[src/rtl/vga_timing_pkg.sv]
// ---------------------------------------------------------------------------
// vga_timing_pkg
// Shared definitions for the VGA raster timing generator:
//   - default 640x480@60 timing constants and the H/V total derivation
//   - pixel struct (r, g, b) carried from the pixel source to the pins
//   - colour-bar enumeration and colour lookup for the optional test pattern
//     (enabled with the VGA_TIMING_TESTPAT_EN macro in vga_timing_gen)
// ---------------------------------------------------------------------------
package vga_timing_pkg;

  // Default horizontal timing, in pixel clocks
  localparam int DEF_H_ACTIVE = 640;
  localparam int DEF_H_FP     = 16;
  localparam int DEF_H_SYNC   = 96;
  localparam int DEF_H_BP     = 48;

  // Default vertical timing, in lines
  localparam int DEF_V_ACTIVE = 480;
  localparam int DEF_V_FP     = 10;
  localparam int DEF_V_SYNC   = 2;
  localparam int DEF_V_BP     = 33;

  // Pixel-source latency defaults and the largest latency the delay line supports
  localparam int DEF_FETCH_LAT = 2;
  localparam int MAX_FETCH_LAT = 7;
  localparam int DEF_CW        = 10;

  // A raster dimension is active + front porch + sync + back porch
  function automatic int totalOf(input int active, input int fp,
                                 input int sync, input int bp);
    return active + fp + sync + bp;
  endfunction

  localparam int DEF_H_TOTAL = totalOf(DEF_H_ACTIVE, DEF_H_FP, DEF_H_SYNC, DEF_H_BP);
  localparam int DEF_V_TOTAL = totalOf(DEF_V_ACTIVE, DEF_V_FP, DEF_V_SYNC, DEF_V_BP);

  // One 24-bit pixel as it travels to the DAC
  typedef struct packed {
    logic [7:0] r;
    logic [7:0] g;
    logic [7:0] b;
  } pixel_t;

  // Colour bars, left to right across the visible line
  typedef enum logic [2:0] {
    BAR_WHITE   = 3'd0,
    BAR_YELLOW  = 3'd1,
    BAR_CYAN    = 3'd2,
    BAR_GREEN   = 3'd3,
    BAR_MAGENTA = 3'd4,
    BAR_RED     = 3'd5,
    BAR_BLUE    = 3'd6,
    BAR_BLACK   = 3'd7
  } bar_e;

  localparam pixel_t COLOUR_WHITE   = pixel_t'(24'hFFFFFF);
  localparam pixel_t COLOUR_YELLOW  = pixel_t'(24'hFFFF00);
  localparam pixel_t COLOUR_CYAN    = pixel_t'(24'h00FFFF);
  localparam pixel_t COLOUR_GREEN   = pixel_t'(24'h00FF00);
  localparam pixel_t COLOUR_MAGENTA = pixel_t'(24'hFF00FF);
  localparam pixel_t COLOUR_RED     = pixel_t'(24'hFF0000);
  localparam pixel_t COLOUR_BLUE    = pixel_t'(24'h0000FF);
  localparam pixel_t COLOUR_BLACK   = pixel_t'(24'h000000);

  // Map a bar index to its full-intensity colour
  function automatic pixel_t barColour(input bar_e bar);
    pixel_t colour;
    case (bar)
      BAR_WHITE:   colour = COLOUR_WHITE;
      BAR_YELLOW:  colour = COLOUR_YELLOW;
      BAR_CYAN:    colour = COLOUR_CYAN;
      BAR_GREEN:   colour = COLOUR_GREEN;
      BAR_MAGENTA: colour = COLOUR_MAGENTA;
      BAR_RED:     colour = COLOUR_RED;
      BAR_BLUE:    colour = COLOUR_BLUE;
      default:     colour = COLOUR_BLACK;
    endcase
    return colour;
  endfunction

endpackage

[src/rtl/vga_delay_line.sv]
// ---------------------------------------------------------------------------
// vga_delay_line
// Parametrised shift register: i_data appears on o_data DEPTH clocks later.
// DEPTH = 0 is a plain wire. Asynchronous active-low clear loads every stage
// with CLEAR_VAL so the pipe drains a known (blank, unsynced) value.
// Ports:
//   i_clk    clock
//   i_rst_n  asynchronous active-low clear
//   i_data   WIDTH-bit word entering the pipe
//   o_data   WIDTH-bit word leaving the pipe
// ---------------------------------------------------------------------------
module vga_delay_line #(
  parameter int               DEPTH     = 2,
  parameter int               WIDTH     = 1,
  parameter logic [WIDTH-1:0] CLEAR_VAL = '0
) (
  input  logic             i_clk,
  input  logic             i_rst_n,
  input  logic [WIDTH-1:0] i_data,
  output logic [WIDTH-1:0] o_data
);

  generate
    if (DEPTH == 0) begin : g_bypass
      // Zero latency: the source is combinational, nothing to store
      assign o_data = i_data;
    end else begin : g_shift
      logic [WIDTH-1:0] r_stage [DEPTH];

      // Stage 0 takes the new word; every later stage takes its neighbour
      always_ff @(posedge i_clk or negedge i_rst_n) begin
        if (!i_rst_n) begin
          for (int i = 0; i < DEPTH; i++) begin
            r_stage[i] <= CLEAR_VAL;
          end
        end else begin
          r_stage[0] <= i_data;
          for (int i = 1; i < DEPTH; i++) begin
            r_stage[i] <= r_stage[i-1];
          end
        end
      end

      assign o_data = r_stage[DEPTH-1];
    end
  endgenerate

endmodule

[src/rtl/vga_timing_gen.sv]
// ---------------------------------------------------------------------------
// vga_timing_gen
// VGA raster timing generator with a pixel-fetch lookahead port. The fetch
// stage publishes the coordinate to read FETCH_LAT clocks ahead; sync and
// blank travel through a matching delay line so that colour, sync and blank
// reach the pins registered and aligned.
//
// Optional feature macro: VGA_TIMING_TESTPAT_EN
//   adds input pattern_sel; when high the pins show 8 vertical colour bars
//   instead of R_in/G_in/B_in.
//
// Ports:
//   CLOCK_25               pixel clock
//   RESET_N                asynchronous active-low reset
//   ENABLE                 run control; low holds the raster at origin, blanked
//   pattern_sel            (macro only) select colour-bar test pattern
//   R_in/G_in/B_in         colour for the coordinate fetched FETCH_LAT clocks ago
//   next_x/next_y          coordinate to fetch (0 when not visible)
//   next_valid             next_x/next_y is a visible pixel
//   frame_start            first fetch of a frame
//   line_start             first fetch of each visible line
//   VGA_CLK                copy of CLOCK_25
//   VGA_HS/VGA_VS          syncs, asserted level set by HS_POL/VS_POL
//   VGA_R/VGA_G/VGA_B      pixel colour, 0 outside the visible area
//   VGA_BLANK_N            high during visible output pixels
//   VGA_SYNC_N             constant 1
// ---------------------------------------------------------------------------
module vga_timing_gen
  import vga_timing_pkg::*;
#(
  parameter int H_ACTIVE  = DEF_H_ACTIVE,
  parameter int H_FP      = DEF_H_FP,
  parameter int H_SYNC    = DEF_H_SYNC,
  parameter int H_BP      = DEF_H_BP,
  parameter int V_ACTIVE  = DEF_V_ACTIVE,
  parameter int V_FP      = DEF_V_FP,
  parameter int V_SYNC    = DEF_V_SYNC,
  parameter int V_BP      = DEF_V_BP,
  parameter bit HS_POL    = 1'b0,
  parameter bit VS_POL    = 1'b0,
  parameter int FETCH_LAT = DEF_FETCH_LAT,
  parameter int CW        = DEF_CW
) (
  input  logic          CLOCK_25,
  input  logic          RESET_N,
  input  logic          ENABLE,
`ifdef VGA_TIMING_TESTPAT_EN
  input  logic          pattern_sel,
`endif
  input  logic [7:0]    R_in,
  input  logic [7:0]    G_in,
  input  logic [7:0]    B_in,
  output logic [CW-1:0] next_x,
  output logic [CW-1:0] next_y,
  output logic          next_valid,
  output logic          frame_start,
  output logic          line_start,
  output logic          VGA_CLK,
  output logic          VGA_HS,
  output logic          VGA_VS,
  output logic [7:0]    VGA_R,
  output logic [7:0]    VGA_G,
  output logic [7:0]    VGA_B,
  output logic          VGA_BLANK_N,
  output logic          VGA_SYNC_N
);

  // Raster geometry, pre-sized to the counter width so compares are exact.
  // FETCH_LAT is expected to lie in 0..MAX_FETCH_LAT.
  localparam int H_TOTAL = totalOf(H_ACTIVE, H_FP, H_SYNC, H_BP);
  localparam int V_TOTAL = totalOf(V_ACTIVE, V_FP, V_SYNC, V_BP);

  localparam logic [CW-1:0] H_LAST     = CW'(H_TOTAL - 1);
  localparam logic [CW-1:0] V_LAST     = CW'(V_TOTAL - 1);
  localparam logic [CW-1:0] H_ACT_C    = CW'(H_ACTIVE);
  localparam logic [CW-1:0] V_ACT_C    = CW'(V_ACTIVE);
  localparam logic [CW-1:0] HS_BEGIN_C = CW'(H_ACTIVE + H_FP);
  localparam logic [CW-1:0] HS_END_C   = CW'(H_ACTIVE + H_FP + H_SYNC);
  localparam logic [CW-1:0] VS_BEGIN_C = CW'(V_ACTIVE + V_FP);
  localparam logic [CW-1:0] VS_END_C   = CW'(V_ACTIVE + V_FP + V_SYNC);

  // The delayed x is only consumed by the bar generator, so it only rides
  // the delay line when that generator exists.
`ifdef VGA_TIMING_TESTPAT_EN
  localparam int DLY_W = 3 + CW;
`else
  localparam int DLY_W = 3;
`endif

  // Fetch counters and registered fetch-stage outputs
  logic [CW-1:0] r_h;
  logic [CW-1:0] r_v;
  logic [CW-1:0] r_nextX;
  logic [CW-1:0] r_nextY;
  logic          r_nextValid;
  logic          r_frameStart;
  logic          r_lineStart;
  logic          r_hsFetch;
  logic          r_vsFetch;

  // Combinational decode of the current count
  logic w_valid;
  logic w_hsRaw;
  logic w_vsRaw;

  // Delay line bundle
  logic [DLY_W-1:0] w_dlyIn;
  logic [DLY_W-1:0] w_dlyOut;
  logic             w_dlyHs;
  logic             w_dlyVs;
  logic             w_dlyValid;

  // Output stage
  pixel_t w_pix;
  pixel_t r_pix;
  logic   r_vgaHs;
  logic   r_vgaVs;
  logic   r_blankN;

  // Raster counters: h runs every enabled clock, v steps on the h wrap, and
  // both wrap together at the last pixel of the frame. Disabling parks the
  // raster at the origin so that re-enabling starts a fresh frame.
  always_ff @(posedge CLOCK_25 or negedge RESET_N) begin
    if (!RESET_N) begin
      r_h <= '0;
      r_v <= '0;
    end else if (!ENABLE) begin
      r_h <= '0;
      r_v <= '0;
    end else if (r_h == H_LAST) begin
      r_h <= '0;
      r_v <= (r_v == V_LAST) ? '0 : r_v + 1'b1;
    end else begin
      r_h <= r_h + 1'b1;
    end
  end

  // Region decode; gating with ENABLE makes a disabled raster look blank
  // and unsynced to everything downstream.
  always_comb begin
    w_valid = ENABLE && (r_h < H_ACT_C) && (r_v < V_ACT_C);
    w_hsRaw = ENABLE && (r_h >= HS_BEGIN_C) && (r_h < HS_END_C);
    w_vsRaw = ENABLE && (r_v >= VS_BEGIN_C) && (r_v < VS_END_C);
  end

  // Fetch stage registers: coordinate, qualifiers and raw syncs are all
  // registered together so they describe the same raster position.
  always_ff @(posedge CLOCK_25 or negedge RESET_N) begin
    if (!RESET_N) begin
      r_nextX      <= '0;
      r_nextY      <= '0;
      r_nextValid  <= 1'b0;
      r_frameStart <= 1'b0;
      r_lineStart  <= 1'b0;
      r_hsFetch    <= 1'b0;
      r_vsFetch    <= 1'b0;
    end else begin
      r_nextX      <= w_valid ? r_h : '0;
      r_nextY      <= w_valid ? r_v : '0;
      r_nextValid  <= w_valid;
      r_frameStart <= w_valid && (r_h == '0) && (r_v == '0);
      r_lineStart  <= w_valid && (r_h == '0);
      r_hsFetch    <= w_hsRaw;
      r_vsFetch    <= w_vsRaw;
    end
  end

  // Pack sync/valid (and x when needed) for the trip through the delay line
`ifdef VGA_TIMING_TESTPAT_EN
  assign w_dlyIn = {r_hsFetch, r_vsFetch, r_nextValid, r_nextX};
`else
  assign w_dlyIn = {r_hsFetch, r_vsFetch, r_nextValid};
`endif

  // Matches the pixel source latency so sync/blank meet their colour
  vga_delay_line #(
    .DEPTH     (FETCH_LAT),
    .WIDTH     (DLY_W),
    .CLEAR_VAL (DLY_W'(0))
  ) u_delay (
    .i_clk   (CLOCK_25),
    .i_rst_n (RESET_N),
    .i_data  (w_dlyIn),
    .o_data  (w_dlyOut)
  );

  assign w_dlyHs    = w_dlyOut[DLY_W-1];
  assign w_dlyVs    = w_dlyOut[DLY_W-2];
  assign w_dlyValid = w_dlyOut[DLY_W-3];

`ifdef VGA_TIMING_TESTPAT_EN
  logic [CW-1:0] w_dlyX;
  assign w_dlyX = w_dlyOut[CW-1:0];

  // Bar index floor(x*8/H_ACTIVE): x reaches bar k exactly when
  // x >= ceil(k*H_ACTIVE/8), so count the thresholds passed instead of dividing.
  function automatic bar_e barIndex(input logic [CW-1:0] x);
    logic [2:0] idx;
    idx = 3'd0;
    for (int k = 1; k < 8; k++) begin
      if (x >= CW'((k * H_ACTIVE + 7) / 8)) begin
        idx = idx + 3'd1;
      end
    end
    return bar_e'(idx);
  endfunction

  // Colour source: test bars when selected, otherwise the pixel source
  always_comb begin
    w_pix = {R_in, G_in, B_in};
    if (pattern_sel) begin
      w_pix = barColour(barIndex(w_dlyX));
    end
  end
`else
  // Colour always comes straight from the pixel source
  always_comb begin
    w_pix = {R_in, G_in, B_in};
  end
`endif

  // Output stage: sync, blank and colour are registered on the same edge,
  // and colour is forced to black whenever the pixel is not visible.
  always_ff @(posedge CLOCK_25 or negedge RESET_N) begin
    if (!RESET_N) begin
      r_vgaHs  <= ~HS_POL;
      r_vgaVs  <= ~VS_POL;
      r_blankN <= 1'b0;
      r_pix    <= '0;
    end else begin
      r_vgaHs  <= w_dlyHs ? HS_POL : ~HS_POL;
      r_vgaVs  <= w_dlyVs ? VS_POL : ~VS_POL;
      r_blankN <= w_dlyValid;
      r_pix    <= w_dlyValid ? w_pix : '0;
    end
  end

  assign next_x      = r_nextX;
  assign next_y      = r_nextY;
  assign next_valid  = r_nextValid;
  assign frame_start = r_frameStart;
  assign line_start  = r_lineStart;
  assign VGA_CLK     = CLOCK_25;
  assign VGA_HS      = r_vgaHs;
  assign VGA_VS      = r_vgaVs;
  assign VGA_R       = r_pix.r;
  assign VGA_G       = r_pix.g;
  assign VGA_B       = r_pix.b;
  assign VGA_BLANK_N = r_blankN;
  assign VGA_SYNC_N  = 1'b1;

endmodule
[config.mk]
export PLATFORM = sky130hd
export DESIGN_NAME = vga_timing_gen
export DESIGN_NICKNAME = d
export VERILOG_FILES = /design/src/rtl/vga_timing_pkg.sv /design/src/rtl/vga_delay_line.sv /design/src/rtl/vga_timing_gen.sv
export SDC_FILE = /design/constraint.sdc
export NUM_CORES = 1
export LEC_CHECK = 0
export CAP_MARGIN = 30
export CORE_ASPECT_RATIO = 1.1
export CORE_MARGIN = 1.5
export CORE_UTILIZATION = 43
export CTS_CLUSTER_DIAMETER = 30
export DETAILED_ROUTE_END_ITERATION = 8
export GPL_ROUTABILITY_DRIVEN = 0
export HOLD_SLACK_MARGIN = 0.08
export PLACE_DENSITY = 0.75
export SYNTH_ARGS = -nofsm -noshare
export SYNTH_HDL_FRONTEND = slang
export SYNTH_SLANG_ARGS = --single-unit
export TNS_END_PERCENT = 50
[constraint.sdc]
create_clock -name CLOCK_25 -period 1.65 [get_ports CLOCK_25]
set_input_delay 0.33 -clock CLOCK_25 [delete_from_list [all_inputs] [get_ports CLOCK_25]]
set_output_delay 0.33 -clock CLOCK_25 [all_outputs]
set_load 0.05 [all_outputs]
### Yosys cells after proc, flatten, opt, wreduce, memory -nomap -nowiden

Cells that the tools add are included.

| word-level totals | value |
|---|---|
| bits of input ports | 27 |
| output and inout port bits | 52 |
| register bits | 78 |
| word-level logic and storage cells | 48 |

| operators by class | value |
|---|---|
| reductions and logical operators | 10 |
| equality and inequality tests | 3 |
| mux-type cells | 10 |
| add/subtract/negate cells | 2 |
| magnitude comparators | 6 |

Operators with widths:

| operator | count |
|---|---|
| $mux 10 | 7 |
| $mux 24 | 1 |
| $add 10x1->10 const B | 2 |
| $eq 10x10->1 const B | 2 |
| $logic_not 10->1 | 2 |
| $lt 10x10->1 const B | 2 |
| $lt 10x9->1 const B | 2 |
| $ge 10x10->1 const B | 1 |
| $ge 10x9->1 const B | 1 |
| $logic_and 1x1->1 | 8 |
| $mux 1 | 2 |
| $ne 2x1->1 const B | 1 |

### Depth between registers and ports, before layout

| logic depth | value |
|---|---|
| depth after elaboration | 5 |
| gate-level depth with buffers | 7 |
| gate-level depth less buffers | 6 |

### By module

Synthesis repeated with hierarchy kept, for this count alone.

| unflattened totals | value |
|---|---|
| cell total of the unflattened synthesis | 247 |
| area, all modules | 2997.9 sq um |

Modules (own cells, without submodules):

| module | instances | cells each | area an instance (sq um) |
|---|---|---|---|
| vga_timing_gen | 1 | 238 | 2825.2 |
| vga_delay_line | 1 | 9 | 172.7 |

==> results.py <==
metrics = {
    "status": {
        "status": "finished, violations left",
        "violations": "setup timing",
    },
    "logic_synthesis": {
        "synth.avg_cell_area_um2": 12.4,
        "synth.area.mux_share_pct": 0,
        "synth-xor-area-share_pct": 2.40,
        "synth-async-reset-ratio_pct": 100,
        "syn-cell-area_um2": 2920,
        "yosys.area.top_type": "sky130_fd_sc_hd__dfrtp_1",
        "synth_adder_area_share_pct": 1.71,
        "synth_top_family_by_area": "simple AND/OR/NAND/NOR gates",
        "synth-warning-count": 0,
        "synth-main-ff-cell": "sky130_fd_sc_hd__dfrtp_1",
        "synth_seq_area_share_pct": 67.0,
        "ys_seq_elements": 78,
        "synth.top_cells.by_count": "sky130_fd_sc_hd__dfrtp_1 (76), sky130_fd_sc_hd__and2_1 (44), sky130_fd_sc_hd__nand3_1 (11)",
        "yosysUniqueCellTypes": 38,
        "synthDominantCellAreaShare_pct": 65.2,
        "synthSimpleGateAreaFrac_pct": 21.4,
        "synth_area_leaders": "sky130_fd_sc_hd__dfrtp_1 (65%), sky130_fd_sc_hd__and2_1 (9.4%), sky130_fd_sc_hd__nand3_1 (1.9%)",
        "synthMostInstantiatedCell": "sky130_fd_sc_hd__dfrtp_1",
        "syn-num-nets": 267,
        "synthCells": 236,
        "edff_count_synth": 0,
        "synth_compound_gate_area_share_pct": 4.11,
    },
    "setup_path": {
        "worstPathRequired_ns": 2.02,
        "timing.critical_path.cells": "ha_1 -> nand3_1 -> or4_1 -> a21oi_1",
        "path_buf_inv": 0,
        "type_of_the_worst_setup_path": "flop to flop",
        "worst_setup_path_end_kind": "flop",
        "critical-path-top-delay-family": "simple AND/OR/NAND/NOR gates",
        "startpoint_type": "flop",
        "worst-path-max-fanout": 7,
        "cpMaxStageDelayCell": "sky130_fd_sc_hd__or4_1",
        "cp_data_arrival_time_ns": 2.03,
        "cpPeakStageDelay_ns": 0.53,
    },
    "grt": {
        "grt_use_met2_pct": 28.7,
        "overflow": 0,
        "grt_pass1_wl_um": 9380,
        "busiest_layer": "met2",
        "grt_start_max_net_pins": 31,
        "global_route.usage.met3_pct": 7.24,
        "groute.usage.overall_pct": 17.8,
        "grt_antenna_before_repair": 0,
        "globalRouteMet1Util_pct": 20.7,
        "first_global_vias": 2013,
    },
    "floorplan": {
        "core.rowCount": 31,
        "effective_utilization_at_floorplan_pct": 44.3,
        "design.core.area_um2": 6590,
        "floorplan.die_area_um2": 7290,
        "io_pins": 79,
        "chipWidth_um": 81.6,
        "die_h_um": 89.4,
    },
    "drt": {
        "dr_total_vias": 2181,
        "firstDrtPassIters": 4,
        "postRouteWirelength_um": 6580,
        "avgViaCountPerCell": 5.01,
        "iteration_0_drc_markers": 86,
        "avgRoutedWirePerCell_um": 15.1,
        "ant_nets": 0,
        "detail_route.drc_violations": 0,
    },
    "sta": {
        "final_period_util_pct": 100,
        "fin_crit_ns": 1.65,
        "worstMarginPinSlew_ns": 0.566,
        "totalNegativeSetupSlack_ns": -0.00308,
        "final.setup_skew_ns": 0.00794,
        "timing.final.ws_setup_ns": -0.00308,
        "hold_viol": 0,
        "finalMaxSlewViolations": 0,
        "maxClockFrequency_mhz": 605,
        "slew_margin_rel_pct": 62.3,
        "endpoints_failing_setup": 1,
        "rsz0062_at_grt": "true",
    },
    "place": {
        "placement.io_buffers": 77,
        "dp_hpwl_um": 4310,
        "dpl.cell_count": 410,
    },
    "clock_network": {
        "cts.reportedPaths.clkPinSlew_ns": 0.08,
        "latest_clock_arrival_within_the_worst_skew_pair_ns": 0.45,
        "tritoncts": "done",
    },
    "cells_and_area": {
        "area_growth_pct": 44.7,
        "finalNonFillerCells": 435,
        "drive_gt1_share_pct": 35.7,
        "num-nets-final": 379,
        "insertedDiodeCount": 0,
    },
    "power": {
        "total_leakage_power_nw": 2.05,
        "tot_pwr_mw": 4.31,
        "max-vdd-ir-drop_mv": 0.880,
        "power_density_nw_per_um2": 1020,
    },
    "job": {
        "timing.max_cap.violations": 0,
    },
    "hold_path": {
        "holdCritPathClass": "primary input to async pin",
    },
}
[report_power, final]
part / internal (mW) / switching [mW]
Combinational: 0.222 / 0.389
Sequential: 1.99 / 0.0459
Clock: 0.866 / 0.797
[worst reg2reg max path: cells and delay by family, from the launching register on]
family | cells | cell delay, ns
compound gates | 1 | 0.15
fa+ha+maj | 1 | 0.22
flops | 1 | 0.47
simple gates | 2 | 0.73
[metrics by stage]
step | setup slack [ns] | util (%) | instance area [um^2] | hold WS [ns]
2_1_floorplan | -0.000441 | - | 2930 | 0.0344
3_3_place_gp | -0.177 | 58.3 | 3840 | 0.280
3_5_place_dp | -0.204 | 58.3 | 3840 | 0.279
4_1_cts | 0.00694 | 62.3 | 4110 | 0.345
5_1_grt | -0.0748 | 64.1 | 4220 | 0.359
6_report | -0.00308 | 64.1 | 4220 | 0.345
[path summary, 6_finish.rpt]
kind,slack (ns),startpoint,end,cells past startpoint
min,0.35,RESET_N,r_vsFetch,2
max,-0.003,r_v[1],r_v[6],4
min reg2reg,0.35,r_hsFetch,u_delay.g_shift.r_stage[5],0
max in group asynchronous,0.75,RESET_N,VGA_R[5],3
min in group CLOCK_25,0.35,r_hsFetch,u_delay.g_shift.r_stage[5],0
max reg2reg,-0.003,r_v[1],r_v[6],4
[per-layer routing]
layer  wire length, um  vias up  part of all wire [%]
li1                  -     1012                     -
met1              2660     1063                    40
met2              3190       99                    48
met3               662        7                    10
met4                72        0                   1.1
met5                 0        -                     0
[registers in the layout (all words and copies together) (netlist names), 3 cells and up]
register,cells
r_h,10
u_delay.o_data,3
VGA_G,8
VGA_R,8
next_x,10
r_v,10
next_y,10
VGA_B,8
u_delay.g_shift.r_stage,3
[cell families (layout without fill, tap and decap cells)]
logic type,count (synthesis),count (layout)
flip-flops,78,78
adder cells (fa/ha/maj),4,4
AO/OA/AOI/OAI,21,22
buffers and inverters,19,135
XOR/XNOR,8,8
other,2,2
AND/OR/NAND/NOR,104,104
[cells in the final DEF (no fill, tap or decap), types with 3 or more instances in the layout]
| master | count |
|---|---|
| sky130_fd_sc_hd__buf_4 | 74 |
| sky130_fd_sc_hd__clkinv_2 | 3 |
| sky130_fd_sc_hd__nor3_1 | 3 |
| sky130_fd_sc_hd__a21oi_1 | 3 |
| sky130_fd_sc_hd__buf_6 | 4 |
| sky130_fd_sc_hd__and3_1 | 3 |
| sky130_fd_sc_hd__nand2_1 | 7 |
| sky130_fd_sc_hd__clkbuf_8 | 12 |
| sky130_fd_sc_hd__nor2_1 | 9 |
| sky130_fd_sc_hd__o31ai_1 | 3 |
| sky130_fd_sc_hd__or3_4 | 3 |
| sky130_fd_sc_hd__buf_12 | 3 |
| sky130_fd_sc_hd__clkdlybuf4s50_1 | 25 |
| sky130_fd_sc_hd__xor2_1 | 6 |
| sky130_fd_sc_hd__nand4_1 | 3 |
| sky130_fd_sc_hd__inv_1 | 7 |
| sky130_fd_sc_hd__a21oi_2 | 6 |
| sky130_fd_sc_hd__and2_1 | 44 |
| sky130_fd_sc_hd__ha_1 | 3 |
| sky130_fd_sc_hd__o21ai_0 | 5 |
| sky130_fd_sc_hd__nand3_1 | 9 |
| sky130_fd_sc_hd__and4_1 | 3 |
| sky130_fd_sc_hd__dfrtp_1 | 76 |
[repair_timing]
item	4_1_cts	5_1_grt
buffers inserted	2	2
setup endpoints to repair	5	11
pin swaps	1	10
hold buffers	1	0
hold endpoints to repair	26	0
cloned	0	1
gates resized for setup	9	20
[cell type report]
class                      count  area, um^2
sequential                    78        1950
fill                         476        2370
inverter                       8        30.0
tap                           82         103
clock buffer                  14         174
timing repair buffer         107         921
multi-input combinational    140         980
clock inverter                 6        62.6
Note: power is estimated with default switching activity, not from simulation.
